`config.mk`:
```
export PLATFORM = sky130hd
export DESIGN_NAME = dcache_ctrl
export DESIGN_NICKNAME = d
export VERILOG_FILES = /design/src/rtl/cpu_pkg.sv /design/src/rtl/dcache_array.sv /design/src/rtl/dcache_ctrl.sv
export SDC_FILE = /design/constraint.sdc
export NUM_CORES = 1
export LEC_CHECK = 0
export ABC_CLOCK_PERIOD_IN_PS = 4000
export BUFFER_PORTS_ARGS = -buffer_cell sky130_fd_sc_hd__buf_2
export CAP_MARGIN = 10
export CORE_MARGIN = 2
export CORE_UTILIZATION = 60
export DETAILED_ROUTE_END_ITERATION = 12
export GPL_ROUTABILITY_DRIVEN = 0
export PLACE_DENSITY_LB_ADDON = 0.2
export SYNTH_ARGS = -nofsm -noshare
export SYNTH_HDL_FRONTEND = slang
export SYNTH_SLANG_ARGS = --single-unit
```
`constraint.sdc`:
```
create_clock -name CLK -period 4 [get_ports CLK]
set_input_delay 0.2 -clock CLK [delete_from_list [all_inputs] [get_ports CLK]]
set_output_delay 0.2 -clock CLK [all_outputs]
set_load 0.02 [all_outputs]
```
`src/rtl/cpu_pkg.sv`:
```
// Shared types and address-field helpers for the data cache and its controller.
package cpu_pkg;
  localparam int ADDR_W     = 8;
  localparam int TAG_W      = 3;
  localparam int IDX_W      = 3;
  localparam int OFF_W      = 2;
  localparam int BLOCK_W    = 32;
  localparam int NUM_BLOCKS = 1 << IDX_W;

  typedef enum logic [1:0] {IDLE, MEM_WB, MEM_RD, UPDATE} state_t;

  function automatic logic [TAG_W-1:0] addr_tag(input logic [ADDR_W-1:0] a);
    return a[ADDR_W-1 -: TAG_W];
  endfunction

  function automatic logic [IDX_W-1:0] addr_idx(input logic [ADDR_W-1:0] a);
    return a[OFF_W +: IDX_W];
  endfunction

  function automatic logic [OFF_W-1:0] addr_off(input logic [ADDR_W-1:0] a);
    return a[OFF_W-1:0];
  endfunction
endpackage

```
`src/rtl/dcache_array.sv`:
```
// Direct-mapped line storage: combinational lookup, synchronous byte write,
// whole-line fill and valid/dirty clear on reset.
module dcache_array
  import cpu_pkg::*;
(
  input  logic               CLK,
  input  logic               RESET,
  input  logic [IDX_W-1:0]   i_idx,
  output logic               o_valid,
  output logic               o_dirty,
  output logic [TAG_W-1:0]   o_tag,
  output logic [BLOCK_W-1:0] o_data,
  input  logic               i_wr_en,
  input  logic [OFF_W-1:0]   i_off,
  input  logic [7:0]         i_wbyte,
  input  logic               i_fill_en,
  input  logic [TAG_W-1:0]   i_fill_tag,
  input  logic [BLOCK_W-1:0] i_fill_data
);
  logic [NUM_BLOCKS-1:0] r_valid;
  logic [NUM_BLOCKS-1:0] r_dirty;
  logic [TAG_W-1:0]      r_tag  [NUM_BLOCKS];
  logic [BLOCK_W-1:0]    r_data [NUM_BLOCKS];

  assign o_valid = r_valid[i_idx];
  assign o_dirty = r_dirty[i_idx];
  assign o_tag   = r_tag[i_idx];
  assign o_data  = r_data[i_idx];

  always_ff @(posedge CLK) begin
    if (RESET) begin
      r_valid <= '0;
      r_dirty <= '0;
    end else if (i_fill_en) begin
      r_valid[i_idx] <= 1'b1;
      r_dirty[i_idx] <= 1'b0;
    end else if (i_wr_en) begin
      r_dirty[i_idx] <= 1'b1;
    end
  end

  // Tag/data contents are don't-care after reset, so they carry no reset term.
  always_ff @(posedge CLK) begin
    if (i_fill_en) begin
      r_tag[i_idx]  <= i_fill_tag;
      r_data[i_idx] <= i_fill_data;
    end else if (i_wr_en) begin
      r_data[i_idx][{i_off, 3'b000} +: 8] <= i_wbyte;
    end
  end
endmodule

```
`src/rtl/dcache_ctrl.sv`:
```
// Write-back, write-allocate direct-mapped data cache controller: hit detect,
// miss FSM (write-back, fetch, update) and memory/CPU output decode.
module dcache_ctrl
  import cpu_pkg::*;
(
  input  logic                    CLK,
  input  logic                    RESET,
  input  logic                    READ,
  input  logic                    WRITE,
  input  logic [ADDR_W-1:0]       ADDRESS,
  input  logic [7:0]              WRITEDATA,
  output logic [7:0]              READDATA,
  output logic                    BUSYWAIT,
  output logic                    MEM_READ,
  output logic                    MEM_WRITE,
  output logic [TAG_W+IDX_W-1:0]  MEM_ADDRESS,
  output logic [BLOCK_W-1:0]      MEM_WRITEDATA,
  input  logic [BLOCK_W-1:0]      MEM_READDATA,
  input  logic                    MEM_BUSYWAIT
);
  state_t r_state, w_next;
  logic [BLOCK_W-1:0] r_fill;

  logic [TAG_W-1:0]   w_tag, w_line_tag;
  logic [IDX_W-1:0]   w_idx;
  logic [OFF_W-1:0]   w_off;
  logic               w_valid, w_dirty, w_hit, w_req, w_rd;
  logic [BLOCK_W-1:0] w_line_data;
  logic               w_wr_en, w_fill_en;

  assign w_tag = addr_tag(ADDRESS);
  assign w_idx = addr_idx(ADDRESS);
  assign w_off = addr_off(ADDRESS);
  assign w_req = READ | WRITE;
  // Simultaneous READ and WRITE resolves to a store.
  assign w_rd  = READ & ~WRITE;
  assign w_hit = w_valid && (w_line_tag == w_tag);

  dcache_array u_array (
    .CLK         (CLK),
    .RESET       (RESET),
    .i_idx       (w_idx),
    .o_valid     (w_valid),
    .o_dirty     (w_dirty),
    .o_tag       (w_line_tag),
    .o_data      (w_line_data),
    .i_wr_en     (w_wr_en),
    .i_off       (w_off),
    .i_wbyte     (WRITEDATA),
    .i_fill_en   (w_fill_en),
    .i_fill_tag  (w_tag),
    .i_fill_data (r_fill)
  );

  always_ff @(posedge CLK) begin
    if (RESET) r_state <= IDLE;
    else       r_state <= w_next;
  end

  always_ff @(posedge CLK) begin
    if (r_state == MEM_RD && !MEM_BUSYWAIT) r_fill <= MEM_READDATA;
  end

  always_comb begin
    w_next        = r_state;
    BUSYWAIT      = 1'b0;
    MEM_READ      = 1'b0;
    MEM_WRITE     = 1'b0;
    MEM_ADDRESS   = '0;
    MEM_WRITEDATA = '0;
    READDATA      = '0;
    w_wr_en       = 1'b0;
    w_fill_en     = 1'b0;
    unique case (r_state)
      IDLE: begin
        if (w_req) begin
          if (w_hit) begin
            if (w_rd) READDATA = w_line_data[{w_off, 3'b000} +: 8];
            w_wr_en = WRITE;
          end else begin
            BUSYWAIT = 1'b1;
            w_next   = w_dirty ? MEM_WB : MEM_RD;
          end
        end
      end
      MEM_WB: begin
        BUSYWAIT      = 1'b1;
        MEM_WRITE     = 1'b1;
        MEM_ADDRESS   = {w_line_tag, w_idx};
        MEM_WRITEDATA = w_line_data;
        if (!MEM_BUSYWAIT) w_next = MEM_RD;
      end
      MEM_RD: begin
        BUSYWAIT    = 1'b1;
        MEM_READ    = 1'b1;
        MEM_ADDRESS = {w_tag, w_idx};
        if (!MEM_BUSYWAIT) w_next = UPDATE;
      end
      UPDATE: begin
        BUSYWAIT  = 1'b1;
        w_fill_en = 1'b1;
        w_next    = IDLE;
      end
      default: w_next = IDLE;
    endcase
    // Reset overrides the current-state decode so nothing escapes in the reset cycle.
    if (RESET) begin
      BUSYWAIT      = 1'b0;
      MEM_READ      = 1'b0;
      MEM_WRITE     = 1'b0;
      MEM_WRITEDATA = '0;
      w_wr_en       = 1'b0;
      w_fill_en     = 1'b0;
    end
  end
endmodule

```
==> reports/qor.yml <==
status: "finished, final reports clean"
period_share_pct: 87.50
synth_top_area_share_pct: 67.37
start_util_pct: 61.23
grt_pass1_wl_um: 55330
vias: 9060
num_antenna_cells: 0
synthCells: 899
p_leak_nw: 6.173
synth.avg_cell_area_um2: 15.47
yosysMostFrequentCell: "edfxtp_1"
cts_tree: "built"
syn_nets: 962
drt_iter0_markers: 1326
yosys_register_bits: 330
grt_usage_pct: 31.84
antenna_found_initial: 0
ys_top_cells_by_count: "312 x edfxtp_1, 89 x nor2_1, 77 x mux2i_1, 65 x nand2_1, 41 x inv_1"
synth_largest_area_cell: "edfxtp_1"
finClkSkew_ns: 0.01482
core_um2: 22710
regToRegStartpoint: "u_array.r_valid[6]$_SDFFE_PP0P_"
async_flop_share_pct: 0
dpl-instance-area_um2: 15080
stdcell_area_um2: 16440
reg2reg_slack_ns: 0.95
die_area_um2: 24410
avgRoutedWirePerCell_um: 27.17
io_buffers: 101
grt_max_degree: 35
synth_cell_types: 55
drive_above_1_share_pct: 23.68
drtPass1Iterations: 6
fin_hold_ws_ns: 0.03480
fin_tns_setup_ns: 0
relSlewSlack_pct: 12.41
cts_resized: 0
clock.fmax_ghz: 0.2857
drc: 0
synth_edf_count: 312
hold-path-cell-count: 1
grt_pass1_vias: 8817
whs_endpoint: "u_array.r_tag[6][0]$_DFFE_PP_"
min_period_ns: 3.500
grt_remaining_overflow: 0
critPathMaxFanout: 19
rsz0062_at_grt: "no"
io_pins: 102
ys.flop_type: "edfxtp_1"
vias_per_cell: 6.471
min_path_type: "primary input to flop"
detail-route-antenna-nets: 0
cts_buffer_depth: 3
worstSetupPathType: "primary input to output pin"
finalMaxSlewViolations: 0
hold_viol: 0
rows: 55
clkSlewWorstSetupHoldPaths_ns: 0.06
worst_ep_required_time_ns: 3.80
finalSetupViolCount: 0
max_slew.worst_pin.slew_ns: 1.311
setup_ws_ns: 0.4999
die_h_um: 156.2
yosysWarnings: 0
pre_cts_ws_ns: 0.5447
endpoint_kind: "output pin"
stdcell_count: 1400
dp.cells: 1307
area_growth_pct: 18.23
worstSetupStartpointType: "primary input"
rr_endpoint: "u_array.r_data[4][10]$_DFFE_PP_"
hold_path_startpoint: "ADDRESS[5]"
crit_arrival_ns: 3.30
cts_made_buffers: 34
mappedNetlistArea_um2: 13910
synth_area_leaders: "edfxtp_1 67%, mux2i_1 5.5%, mux4_2 5.5%"
rr_worst_depth: 6
seq_area_frac_synth_pct: 69.97
fin_nets: 1153
htreeDepth: 2
max-cap-violations: 0
ir_worst_vdd_mv: 0.3889
clock_latency_ns: 0.51
fp.dieW_um: 156.2
cts_root_buf: "clkbuf_16"
power.density_nw_per_um2: 479.6
clock-sinks: 330
routed_wl_um: 38040
place_hpwl_um: 24670
-- registers in the layout, indices dropped and copies added (netlist names), named ones only --
register,cells
u_array.r_data,256
r_fill,32
u_array.r_tag,24
u_array.r_valid,8
r_state,2
-- metrics by stage --
step | util [%] | total power [mW]
4_1_cts | 72.40 | 7.898
6_report | 72.40 | 7.886
2_1_floorplan | - | 4.607
3_5_place_dp | 66.42 | 4.972
5_1_grt | 72.40 | 8.116
3_3_place_gp | 66.42 | 4.949
-- per-layer routing --
layer,vias to the layer above,track usage [%],part of all wire [%]
met5,-,0,0
met4,0,13.37,4.3
met3,114,7.173,13
met2,650,49.33,46
met1,4422,44.38,37
li1,3874,-,-
-- how the worst max path moves through the flow --
| stage | from | end | slack, ns | cells after the start |
|---|---|---|---|---|
| finish | ADDRESS[3] | READDATA[6] | 0.50 | 9 |
| global route | ADDRESS[3] | READDATA[6] | 0.55 | 9 |
| CTS | ADDRESS[3] | READDATA[6] | 0.70 | 9 |
| detailed placement | ADDRESS[2] | u_array.r_data[7][9]$_DFFE_PP_ | 0.54 | 8 |
| global placement | ADDRESS[3] | READDATA[6] | 0.59 | 9 |
| floorplan | ADDRESS[2] | u_array.r_data[0][0]$_DFFE_PP_ | 1.38 | 8 |
-- area by class of cell --
class	instances	area (um^2)
clock buffer	48	977.2
clock inverter	13	58.81
fill	1495	6269
inverter	44	165.2
multi-input combinational	480	3822
sequential	330	9729
tap	285	356.6
timing repair buffer	200	1331
-- worst max-delay path, cell delays in order --
cell and delay (ns):
buf_2 0.25, buf_4 0.29, nor2_1 0.79, a22oi_1 0.33, o22ai_1 0.33, a221oi_1 0.11, mux4_2 0.51, nor2_1 0.24
buf_2 0.22
-- layout by cell type, fill, tap and decap left out, types with 3 or more instances in the layout --
master	count
mux2i_1	77
a211oi_1	9
nand2b_1	5
a41oi_1	3
nor3_1	7
a221oi_1	30
a21o_1	8
nor3b_1	6
inv_1	41
nor2b_1	11
dfxtp_1	18
mux4_2	34
a221o_1	3
clkbuf_16	37
a22o_1	5
and2_1	12
buf_2	100
clkbuf_1	10
a31oi_1	11
dlygate4sd3_1	32
edfxtp_1	312
ha_1	10
a21oi_1	12
a22oi_1	15
mux2_2	10
o211ai_1	5
o221ai_1	4
buf_4	68
nand2_1	65
o22ai_1	10
clkinv_1	11
o21ai_0	3
o22a_1	7
nor2_1	89
and3_1	3
-- repair_timing --
| item | CTS | global route |
|---|---|---|
| hold buffers | 32 | 0 |
| setup buffers | 0 | 0 |
| endpoints found under the hold margin | 32 | 0 |
| setup endpoints to repair | 0 | 0 |
-- kinds of logic after synthesis --
| kind of cell | count (synthesis) | share of synthesized area [%] |
|---|---|---|
| adders and majority gates | 10 | 0.8998 |
| DFF | 330 | 69.97 |
| AOI/OAI and AO/OA | 140 | 7.747 |
| and+or+nand+nor | 209 | 6.928 |
| muxes | 121 | 11.86 |
| buffers and inverters | 89 | 2.600 |
-- where the power goes --
part	internal, mW	switching [mW]	leakage (nW)	total [mW]
combinational	0.322	0.655	2.72	0.977
sequential	3.94	0.0266	2.95	3.97
clock	1.70	1.24	0.497	2.94
(Power assumes the default switching activity.)
